$ cat config.mk
export PLATFORM = sky130hd
export DESIGN_NAME = decode_scoreboard
export DESIGN_NICKNAME = d
export VERILOG_FILES = /design/src/rtl/decode_scoreboard.sv
export SDC_FILE = /design/constraint.sdc
export NUM_CORES = 1
export LEC_CHECK = 0
export ABC_CLOCK_PERIOD_IN_PS = 13000
export BUFFER_PORTS_ARGS = -buffer_cell sky130_fd_sc_hd__buf_2
export CAP_MARGIN = 10
export CORE_UTILIZATION = 60
export DETAILED_ROUTE_END_ITERATION = 8
export PLACE_DENSITY = 0.8
export SLEW_MARGIN = 20
export SYNTH_ARGS = -nofsm -noshare
export SYNTH_HDL_FRONTEND = slang
export SYNTH_SLANG_ARGS = --single-unit
export TNS_END_PERCENT = 30
$ cat constraint.sdc
create_clock -name CLK -period 13 [get_ports CLK]
set_clock_uncertainty 0.15 [all_clocks]
set_input_delay 0.65 -clock CLK [delete_from_list [all_inputs] [get_ports CLK]]
set_output_delay 0.65 -clock CLK [all_outputs]
set_load 0.1 [all_outputs]
$ cat src/rtl/decode_scoreboard.sv
// Register-hazard scoreboard gating issue into decode: per-register outstanding-write
// counters, hazard detection on rs1/rs2/rd, write-back retirement and sticky error.
module decode_scoreboard #(
  parameter int unsigned NREG  = 32,
  parameter int unsigned CNT_W = 2
) (
  input  logic                     CLK,
  input  logic                     reset,
  input  logic                     issue_valid,
  input  logic [$clog2(NREG)-1:0]  issue_rd,
  input  logic [$clog2(NREG)-1:0]  issue_rs1,
  input  logic [$clog2(NREG)-1:0]  issue_rs2,
  input  logic                     issue_use_rs2,
  input  logic                     issue_wb,
  output logic                     issue_ready,
  input  logic                     wb_en,
  input  logic [$clog2(NREG)-1:0]  wb_rd,
  input  logic                     flush,
  output logic [NREG-1:0]          pending,
  output logic [5:0]               inflight,
  output logic [15:0]              stall_cycles,
  output logic                     wb_error
);

  localparam int unsigned IDX_W = $clog2(NREG);
  localparam int unsigned SUM_W = (IDX_W + CNT_W > 6) ? IDX_W + CNT_W : 7;

  logic [NREG-1:0][CNT_W-1:0] cnt_q, cnt_d;
  logic [NREG-1:0]            pending_q, pending_d;
  logic [5:0]                 inflight_q, inflight_d;
  logic [15:0]                stall_q, stall_d;
  logic                       wb_error_q, wb_error_d;

  logic hazard;
  logic accept;
  logic retire;

  always_comb begin
    hazard = ((issue_rs1 != '0) && (cnt_q[issue_rs1] != '0))
          || (issue_use_rs2 && (issue_rs2 != '0) && (cnt_q[issue_rs2] != '0))
          || (issue_wb && (issue_rd != '0) && (cnt_q[issue_rd] != '0));
    issue_ready = !hazard && !flush;
    accept      = issue_valid && issue_ready && issue_wb && (issue_rd != '0);
    retire      = wb_en && (wb_rd != '0);
  end

  always_comb begin
    logic             inc;
    logic             dec;
    logic [SUM_W-1:0] sum;
    inc       = 1'b0;
    dec       = 1'b0;
    sum       = '0;
    cnt_d     = cnt_q;
    pending_d = '0;
    for (int unsigned i = 1; i < NREG; i++) begin
      inc = accept && (issue_rd == IDX_W'(i));
      dec = retire && (wb_rd == IDX_W'(i));
      if (flush) begin
        cnt_d[i] = '0;
      end else if (inc && !dec) begin
        if (cnt_q[i] != '1) cnt_d[i] = cnt_q[i] + CNT_W'(1);
      end else if (dec && !inc && (cnt_q[i] != '0)) begin
        cnt_d[i] = cnt_q[i] - CNT_W'(1);
      end
    end
    cnt_d[0] = '0;
    for (int unsigned i = 0; i < NREG; i++) begin
      sum          = sum + SUM_W'(cnt_d[i]);
      pending_d[i] = (cnt_d[i] != '0);
    end
    inflight_d = (sum > SUM_W'(63)) ? 6'd63 : sum[5:0];
    // A same-register accept cancels the retire, so an empty counter is not an error then.
    wb_error_d = wb_error_q
               | (retire && !flush && (cnt_q[wb_rd] == '0)
                  && !(accept && (issue_rd == wb_rd)));
    stall_d    = stall_q + {15'd0, (issue_valid && !issue_ready)};
  end

  always_ff @(posedge CLK or negedge reset) begin
    if (!reset) begin
      cnt_q      <= '0;
      pending_q  <= '0;
      inflight_q <= '0;
      stall_q    <= '0;
      wb_error_q <= 1'b0;
    end else begin
      cnt_q      <= cnt_d;
      pending_q  <= pending_d;
      inflight_q <= inflight_d;
      stall_q    <= stall_d;
      wb_error_q <= wb_error_d;
    end
  end

  assign pending      = pending_q;
  assign inflight     = inflight_q;
  assign stall_cycles = stall_q;
  assign wb_error     = wb_error_q;

endmodule

==> impl_metrics.tcl, run 1 <==
set metrics [dict create \
    htree_levels 4 \
    via_count 9565 \
    core-area_um2 17200 \
    drc_errors 0 \
    timing.reg2reg.setup_slack_ns 3.78 \
    initial_core_util_pct 61.2 \
    die_area_um2 18000 \
    synthArstFlopShare_pct 100 \
    io_pins 83 \
    syn-cell-area_um2 10500 \
    cts-root-buf "clkbuf_16" \
    cts_setup_buffers 0 \
    cts_tree "done" \
    drt-wirelength-per-cell_um 21.4 \
    gp_congestion 0.956 \
    rr_worst_depth 23 \
    power_leakage_nw 5.30 \
    pwr_density_cell_nw_per_um2 93.9 \
    port-buffer-count 81 \
    crit_path_end_kind "flop" \
    ir_worst_vdd_uv 183 \
    worstPathRequired_ns 13.15 \
    worst_pin_slew_ns 0.937 \
    ys_types 83 \
    drive_above_1_share_pct 14.0 \
    die_w_um 134 \
    grt_start_max_net_pins 65 \
    cts.sinks 116 \
    drtIter0Drc 1232 \
    status "completed" \
    yosys_warnings 0 \
    antenna_left 0 \
    grt_usage_pct 36.8 \
    grt_antenna_before_repair 1 \
    startpoint_type "flop" \
    critical_path_arrival_ns 9.37 \
    path_class "reg2reg" \
    holdBufCountCts 0 \
    routed_wirelength_um 31500 \
    cts_buffers 17 \
    rr_startpoint "cnt_q[38]" \
    drt_first_pass_iters 9 \
    dp.final_hpwl_um 23500 \
    r2r_end "inflight[4]" \
    ys_dominant_reg_cell "dfrtp_1" \
    cts_buffer_depth 2 \
    core.rowCount 48 \
    relSlewSlack_pct 37.0 \
    worstSkewPairLatency_ns 0.44 \
    die_h_um 134 \
    grt_overflow 0 \
    tns_ns 0 \
    syn_area_per_cell_um2 8.89 \
    syn_nets 1340 \
    fin_nets 1392 \
    grt_pass1_vias 9188 \
    maxSlewViolCount 0 \
    fin_crit_sh_pct 70.9 \
    cts.reportedPaths.clkPinSlew_ns 0.06 \
    crit_path_max_fanout 34 \
    fmax_mhz 108 \
    synth_edf_count 0 \
    hp-class "in2async" \
    fin_ws_ns 3.78 \
    ys_seq_elements 116 \
    synth_cells 1182 \
    grt_pass1_wl_um 49800 \
    ys_seq_area_share_pct 27.6 \
    maxCapViolCount 0 \
    setup_violations 0 \
    viasPerCell 6.49 \
    cts_resized 0 \
    rsz0062_at_grt "false" \
    area.growth.synth_to_final_pct 10.4 \
    fin_crit_ns 9.22 \
    hold_violations 0 \
    place_ws_ns 3.59 \
]
-- registers in the layout, summed over array words and instances, names as in the netlist --
name and cells:
stall_cycles 16, inflight 6, pending 31, wb_error 1, cnt_q 62
-- cell usage in the layout, fill, tap and decap left out, types with 8 or more instances in the layout --
cell       netlist  layout
nor4_1          13      13
and3_1          13      13
a31oi_1         13      13
xnor2_1         26      26
xor2_1           8       8
ha_1            74      74
nand4_1         12      12
nor2_1         119     119
nand2_1         76      76
o21ai_0         56      56
buf_2           14      80
nor3_1          56      56
nand3_1         48      48
or4_1            8       8
dfrtp_1        116     116
inv_1          151     151
a21o_1          14      14
or2_1           10      10
a21oi_1         48      48
fa_1            57      57
mux2i_1         11      11
clkbuf_16        0      17
nand2b_1        17      17
o31ai_1          9       9
a31o_2          10      10
or3_1            9       9
mux4_2          23      23
-- per-layer routing --
metal	up-vias	part of all wire (%)	global-route usage (%)	wire (um)
li1	4258	-	-	-
met1	4599	39	49.3	12200
met2	597	46	57.5	14400
met3	111	11	7.11	3450
met4	0	4.4	17.7	1370
met5	-	0	0	0
-- worst max path at each step --
stage,startpoint,endpoint,slack (ns),depth (start not counted)
final,cnt_q[38],inflight[4],3.78,23
after global routing,cnt_q[28],inflight[3],3.40,23
after CTS,cnt_q[38],inflight[4],3.92,23
after detailed placement,issue_rs2[1],inflight[4],3.59,24
after global placement,issue_rs2[1],inflight[5],3.79,23
after floorplan,issue_rs2[1],inflight[1],5.11,26
-- cells by family after synthesis --
logic type | Yosys count | synth area share (%)
simple gates | 413 | 19.2
compound gates | 241 | 16.1
buf+inv | 206 | 7.85
fa+ha+maj | 131 | 19.7
flops | 116 | 27.6
mux | 40 | 6.76
xor+xnor | 34 | 2.83
other cells | 1 | 0.0357
-- worst max-delay path, cell delays in order (launching register included) --
cell and delay [ns]:
dfrtp_1 0.42, nor2_1 0.39, mux4_2 0.33, a2bb2oi_1 0.22, o2111ai_1 0.19, a221oi_4 0.71, nand3_2 0.72, or4b_1 0.72
a21oi_1 0.26, inv_1 0.09, fa_1 0.57, fa_1 0.46, fa_1 0.52, inv_1 0.06, fa_1 0.46, fa_1 0.47
fa_1 0.51, fa_1 0.53, ha_1 0.30, a21o_1 0.17, a21oi_1 0.21, o21bai_1 0.09, a21oi_1 0.39, nand2_1 0.12
-- where the power goes --
| group | internal (mW) | total (mW) | switching (mW) |
|---|---|---|---|
| sequential | 0.373 | 0.385 | 0.0120 |
| combinational | 0.0374 | 0.205 | 0.168 |
| clock | 0.308 | 0.498 | 0.190 |
| total | 0.719 | 1.09 | 0.370 |
-- metrics by stage --
stage	cells	utilization [%]	hold WS, ns	total power [mW]	instance area, um^2
6_report	1473	67.5	0.163	1.09	11600
5_1_grt	1472	67.5	0.229	1.12	11600
4_1_cts	1472	67.5	0.185	1.09	11600
3_5_place_dp	1440	63.9	0.328	0.594	11000
3_3_place_gp	1440	63.9	0.309	0.591	11000
2_1_floorplan	1182	-	0.204	0.546	10500
-- area by class of cell --
cell class	instances	area, um^2
clock buffers	18	439
diodes	1	2.50
inverters	154	578
clock inverters	14	175
fillers	1420	5580
well taps	225	282
multi-input cells	860	6780
repair buffers	85	438
flip-flops and latches	116	2900
-- Yosys cell counts (8+ instances only) --
cell type	instances	area, um^2
inv_1	151	567
mux4_2	23	518
o21ai_0	56	280
a21o_1	14	105
nand2_1	76	285
nor2_1	119	447
nand4_1	12	75.1
nor3_1	56	280
a31oi_1	13	81.3
ha_1	74	926
xor2_1	8	70.1
buf_2	14	70.1
or3_1	9	56.3
clkbuf_1	27	101
fa_1	57	1140
mux2i_1	11	110
and3_1	13	81.3
nor4_1	13	81.3
nand2b_1	17	106
or2_1	10	62.6
xnor2_1	26	228
nand3_1	48	240
dfrtp_1	116	2900
a31o_2	10	87.6
a21oi_1	48	240
o31ai_1	9	67.6
or4_1	8	60.1
Power figures use the tool's default switching activity.
==> run 2, diff against run 1 <==
--- a/config.mk
+++ b/config.mk
@@ -5,7 +5,7 @@
 export SDC_FILE = /design/constraint.sdc
 export NUM_CORES = 1
 export LEC_CHECK = 0
-export ABC_CLOCK_PERIOD_IN_PS = 13000
+export ABC_CLOCK_PERIOD_IN_PS = 9450
 export BUFFER_PORTS_ARGS = -buffer_cell sky130_fd_sc_hd__buf_2
 export CAP_MARGIN = 10
 export CORE_UTILIZATION = 60
==> constraint.sdc (replaced) <==
create_clock -name CLK -period 9.45 [get_ports CLK]
set_clock_uncertainty 0.15 [all_clocks]
set_input_delay 0.4725 -clock CLK [delete_from_list [all_inputs] [get_ports CLK]]
set_output_delay 0.4725 -clock CLK [all_outputs]
set_load 0.1 [all_outputs]
==> impl_metrics.tcl, run 2 (synthesized netlist as in run 1, its figures left out) <==
set metrics [dict create \
    grt_pass1_wl_um 49200 \
    antenna_left 0 \
    fin_crit_sh_pct 94.3 \
    power_leakage_nw 5.32 \
    rsz0062_at_grt "false" \
    htree_levels 4 \
    drc_errors 0 \
    largest_reg_flops 62 \
    cts.reportedPaths.clkPinSlew_ns 0.05 \
    core-area_um2 17200 \
    grt_pass1_vias 9209 \
    crit_path_frequent_cell "fa_1" \
    port-buffer-count 81 \
    relSlewSlack_pct 43.1 \
    path_cells "nor2_1 -> a2111oi_0 -> or4_1 -> a311oi_1 -> o22a_1 -> nand3_2 -> o41ai_1 -> inv_1 -> fa_1 -> inv_1 -> fa_1 -> inv_1 -> fa_1 -> fa_1 -> inv_1 -> fa_1 -> fa_1 -> fa_1 -> ha_1 -> a21o_1 -> a21oi_1 -> o21bai_1 -> a21oi_1 -> nand2_1" \
    regMostFlops "cnt_q" \
    top_layer "met4" \
    via_count 9583 \
    wl_met1_um 12000 \
    ir_worst_vdd_uv 257 \
    hold_violations 0 \
    crit_path_end_kind "flop" \
    area.growth.synth_to_final_pct 10.8 \
    io_pins 83 \
    rr_startpoint "cnt_q[12]" \
    critical_path_arrival_ns 9.05 \
    antenna_cells 0 \
    post_dp_cell_area_um2 11000 \
    place_ws_ns 0.512 \
    routed_wirelength_um 30900 \
    cts-root-buf "clkbuf_16" \
    final_area_um2 11600 \
    grt_usage_pct 36.0 \
    max_stage_delay_ns 0.72 \
    path_class "reg2reg" \
    hp-class "in2reg" \
    initial_core_util_pct 61.2 \
    viasPerCell 6.49 \
    cts_tree "done" \
    status "completed" \
    wl_met2_um 13400 \
    tns_ns 0 \
    fin_crit_ns 8.91 \
    cts_buffers 17 \
    drtIter0Drc 1308 \
    drive_above_1_share_pct 14.0 \
    slowest_stage "o41ai_1" \
    die_h_um 134 \
    final_common_cell "inv_1" \
    met3_length_um 3780 \
    grt_start_max_net_pins 63 \
    setup_violations 0 \
    worstPathRequired_ns 9.59 \
    gp_congestion 1.01 \
    fmax_mhz 112 \
    grt_antenna_before_repair 0 \
    cts.sinks 116 \
    die_w_um 134 \
    whs_ns 0.288 \
    nFillCells 1386 \
    fin_nets 1398 \
    startpoint_type "flop" \
    drt-wirelength-per-cell_um 20.9 \
    pwr_density_cell_nw_per_um2 129 \
    drt_first_pass_iters 6 \
    fin_ws_ns 0.539 \
    die_area_um2 18000 \
    worst_pin_slew_ns 0.841 \
    dp.final_hpwl_um 23400 \
    maxCapViolCount 0 \
    final_cell_mix "151 x inv_1, 119 x nor2_1, 116 x dfrtp_1" \
    crit_path_max_fanout 19 \
    worstSkewPairLatency_ns 0.43 \
    cts_setup_buffers 0 \
    crit_start "cnt_q[12]" \
    maxSlewViolCount 0 \
    grt_overflow 0 \
    hp-start "wb_en" \
    core.rowCount 48 \
    cts_buffer_depth 2 \
]
run 2: worst paths after layout:
kind,to,slack (ns),cells after the start
setup / recovery,inflight[5],0.54,24
hold / removal,wb_error,0.29,2
setup reg to reg,inflight[5],0.54,24
hold reg to reg,stall_cycles[15],0.34,1
max in group asynchronous,cnt_q[31],7.40,3
min in group asynchronous,cnt_q[44],0.48,2
run 2: what timing repair did:
item,4_1_cts,5_1_grt
hold endpoints to repair,54,0
gates resized for setup,0,0
hold buffers,1,0
run 2: power by group:
| part | switching [mW] | total [mW] | internal, mW |
|---|---|---|---|
| Clock | 0.234 | 0.686 | 0.452 |
| Combinational | 0.231 | 0.285 | 0.0540 |
| Sequential | 0.0163 | 0.530 | 0.514 |
run 2: layout make-up:
cell class	count	area, um^2	share of cell area [%]
inverter	154	578	4.96
timing repair buffer	91	485	4.17
tap	225	282	2.42
multi-input combinational	860	6780	58.2
sequential	116	2900	24.9
clock buffer	22	464	3.99
clock inverter	9	153	1.31
run 2: metal layers:
layer  GRT usage [%]  vias up
met5               0        -
met4            20.3        0
met3            9.90      148
met2            52.9      681
met1            48.0     4494
li1                -     4260
run 2: per-stage QoR:
stage / instances / total power [mW] / util, %
2_1_floorplan: 1182 / 0.751 / -
5_1_grt: 1477 / 1.55 / 67.8
6_report: 1477 / 1.50 / 67.8
4_1_cts: 1477 / 1.50 / 67.8
3_5_place_dp: 1445 / 0.818 / 64.1
3_3_place_gp: 1445 / 0.813 / 64.1
run 2: critical path, delay by kind of cell, from the launching register on:
| family | cells | cell delay [ns] |
|---|---|---|
| adder cells (fa/ha/maj) | 8 | 3.89 |
| AO/OA/AOI/OAI | 8 | 2.55 |
| AND/OR/NAND/NOR | 4 | 1.46 |
| flip-flops | 1 | 0.42 |
| buffers and inverters | 4 | 0.32 |
==> run 3, diff against run 2 <==
--- a/config.mk
+++ b/config.mk
@@ -11,6 +11,7 @@
 export CORE_UTILIZATION = 60
 export DETAILED_ROUTE_END_ITERATION = 8
 export PLACE_DENSITY = 0.8
+export REMOVE_ABC_BUFFERS = 1
 export SLEW_MARGIN = 20
 export SYNTH_ARGS = -nofsm -noshare
 export SYNTH_HDL_FRONTEND = slang
==> impl_metrics.tcl, run 3 (synthesized netlist as in run 1, its figures left out) <==
set metrics [dict create \
    die_w_um 134 \
    nFillCells 1391 \
    antenna_cells 0 \
    cts_tree "done" \
    worstPathRequired_ns 9.61 \
    dp.final_hpwl_um 23900 \
    crit_path_max_fanout 20 \
    power_leakage_nw 5.29 \
    crit_path_end_kind "flop" \
    worstSkewPairLatency_ns 0.44 \
    initial_core_util_pct 61.2 \
    busiest_layer "met2" \
    hp-class "in2reg" \
    whs_ns 0.280 \
    path_class "reg2reg" \
    grt_use_met1_pct 48.5 \
    io_pins 83 \
    slowest_stage "fa_1" \
    core.rowCount 48 \
    fin_crit_sh_pct 94.7 \
    viasPerCell 6.48 \
    final_cell_mix "151 x inv_1, 119 x nor2_1, 116 x dfrtp_1" \
    stdcell_count 1479 \
    critical_path_arrival_ns 9.11 \
    grt_start_max_net_pins 62 \
    drt-wirelength-per-cell_um 21.4 \
    finish.utilization_pct 67.6 \
    final_common_cell "inv_1" \
    path_cells "nor2_1 -> a2111oi_0 -> or4_1 -> a311oi_1 -> o22a_1 -> nand3_4 -> or4b_1 -> a21oi_1 -> inv_1 -> fa_1 -> fa_1 -> fa_1 -> inv_1 -> fa_1 -> fa_1 -> fa_1 -> fa_1 -> ha_1 -> a21o_1 -> a21oi_1 -> o21bai_1 -> a21oi_1 -> nand2b_1" \
    use_met2_pct 57.9 \
    core-area_um2 17200 \
    grt_pass1_vias 9262 \
    htree_levels 4 \
    startpoint_type "flop" \
    setup_violations 0 \
    place_ws_ns 0.375 \
    power_mw 1.44 \
    die_area_um2 18000 \
    hold-path-endpoint "stall_cycles[0]" \
    maxCapViolCount 0 \
    p_sw_uw 501 \
    antenna_left 0 \
    multi_input_area_um2 6790 \
    routed_wirelength_um 31600 \
    grt_usage_pct 37.1 \
    area.growth.synth_to_final_pct 10.5 \
    fin_crit_ns 8.95 \
    fin_nets 1399 \
    r2r_end "inflight[1]" \
    cts.reportedPaths.clkPinSlew_ns 0.06 \
    cts_buffer_depth 2 \
    grt_antenna_before_repair 0 \
    fmax_mhz 112 \
    drive_above_1_share_pct 14.4 \
    gp_congestion 0.986 \
    hold_depth 3 \
    post_dp_cell_area_um2 11000 \
    tns_ns 0 \
    largest_reg_flops 62 \
    hp-start "issue_valid" \
    pwr_density_cell_nw_per_um2 124 \
    grt_pass1_wl_um 50400 \
    final_area_um2 11600 \
    maxSlewViolCount 0 \
    rr_worst_depth 23 \
    ir_worst_vdd_uv 271 \
    cts_buffers 17 \
    status "completed" \
    cts_setup_buffers 0 \
    regMostFlops "cnt_q" \
    pwr-share-clk_pct 43.5 \
    drtIter0Drc 1357 \
    drt_first_pass_iters 8 \
    timing.reg2reg.setup_slack_ns 0.50 \
    p_seq_share_pct 36.7 \
    drc_errors 0 \
    hold_violations 0 \
    cts-root-buf "clkbuf_16" \
    worst_pin_slew_ns 0.863 \
    die_h_um 134 \
    via_count 9584 \
    place_inst 1446 \
    rr_startpoint "cnt_q[28]" \
    crit_path_frequent_cell "fa_1" \
    relSlewSlack_pct 42.0 \
    grt_overflow 0 \
    max_stage_delay_ns 0.68 \
    p_int_uw 941 \
    rsz0062_at_grt "false" \
    cts.sinks 116 \
    swShare_pct 34.7 \
    port-buffer-count 81 \
    fin_ws_ns 0.496 \
    combPwrFrac_pct 19.7 \
    seqCellArea_um2 2900 \
    grt_use_met3_pct 9.37 \
]
==> run 3: what timing repair did <==
| action | 4_1_cts | 5_1_grt |
|---|---|---|
| gates resized for setup | 0 | 2 |
| endpoints found under the hold margin | 55 | 0 |
| setup endpoints to repair | 0 | 6 |
| hold buffers | 1 | 0 |
==> run 3: how the worst max path moves through the flow <==
stage / start / endpoint
6_report: cnt_q[28] / inflight[1]
5_1_grt: cnt_q[28] / inflight[0]
4_1_cts: cnt_q[28] / inflight[1]
3_5_place_dp: issue_rs2[1] / inflight[0]
3_3_place_gp: issue_rs2[1] / inflight[0]
2_1_floorplan: cnt_q[4] / inflight[1]
==> run 3: worst max-delay path, delay by kind of cell, from the launching register on <==
family	cells	cell delay, ns
adder cells (fa/ha/maj)	8	3.99
AND/OR/NAND/NOR	5	1.95
buffers and inverters	2	0.14
flip-flops	1	0.42
AO/OA/AOI/OAI	8	2.15
==> run 3: power by group through the flow <==
stage / sequential, mW / clock, mW / combinational [mW]
6_report: 0.530 / 0.628 / 0.285
2_1_floorplan: 0.654 / 0 / 0.0765
3_5_place_dp: 0.539 / 0 / 0.280
5_1_grt: 0.533 / 0.651 / 0.298
4_1_cts: 0.530 / 0.629 / 0.281
3_3_place_gp: 0.538 / 0 / 0.278
==> run 3: metal layers <==
layer  vias up  part of all wire (%)  wire, um
li1       4264                     -         -
met1      4582                    40     12500
met2       614                    45     14300
met3       124                    11      3340
met4         0                   4.3      1360
met5         -                     0         0
==> run 3: final cells by class <==
class	count	area share [%]
multi-input cells	860	58.5
flip-flops and latches	116	25.0
inverters	154	4.98
repair buffers	92	4.25
clock buffers	20	3.93
well taps	225	2.43
clock inverters	12	0.916
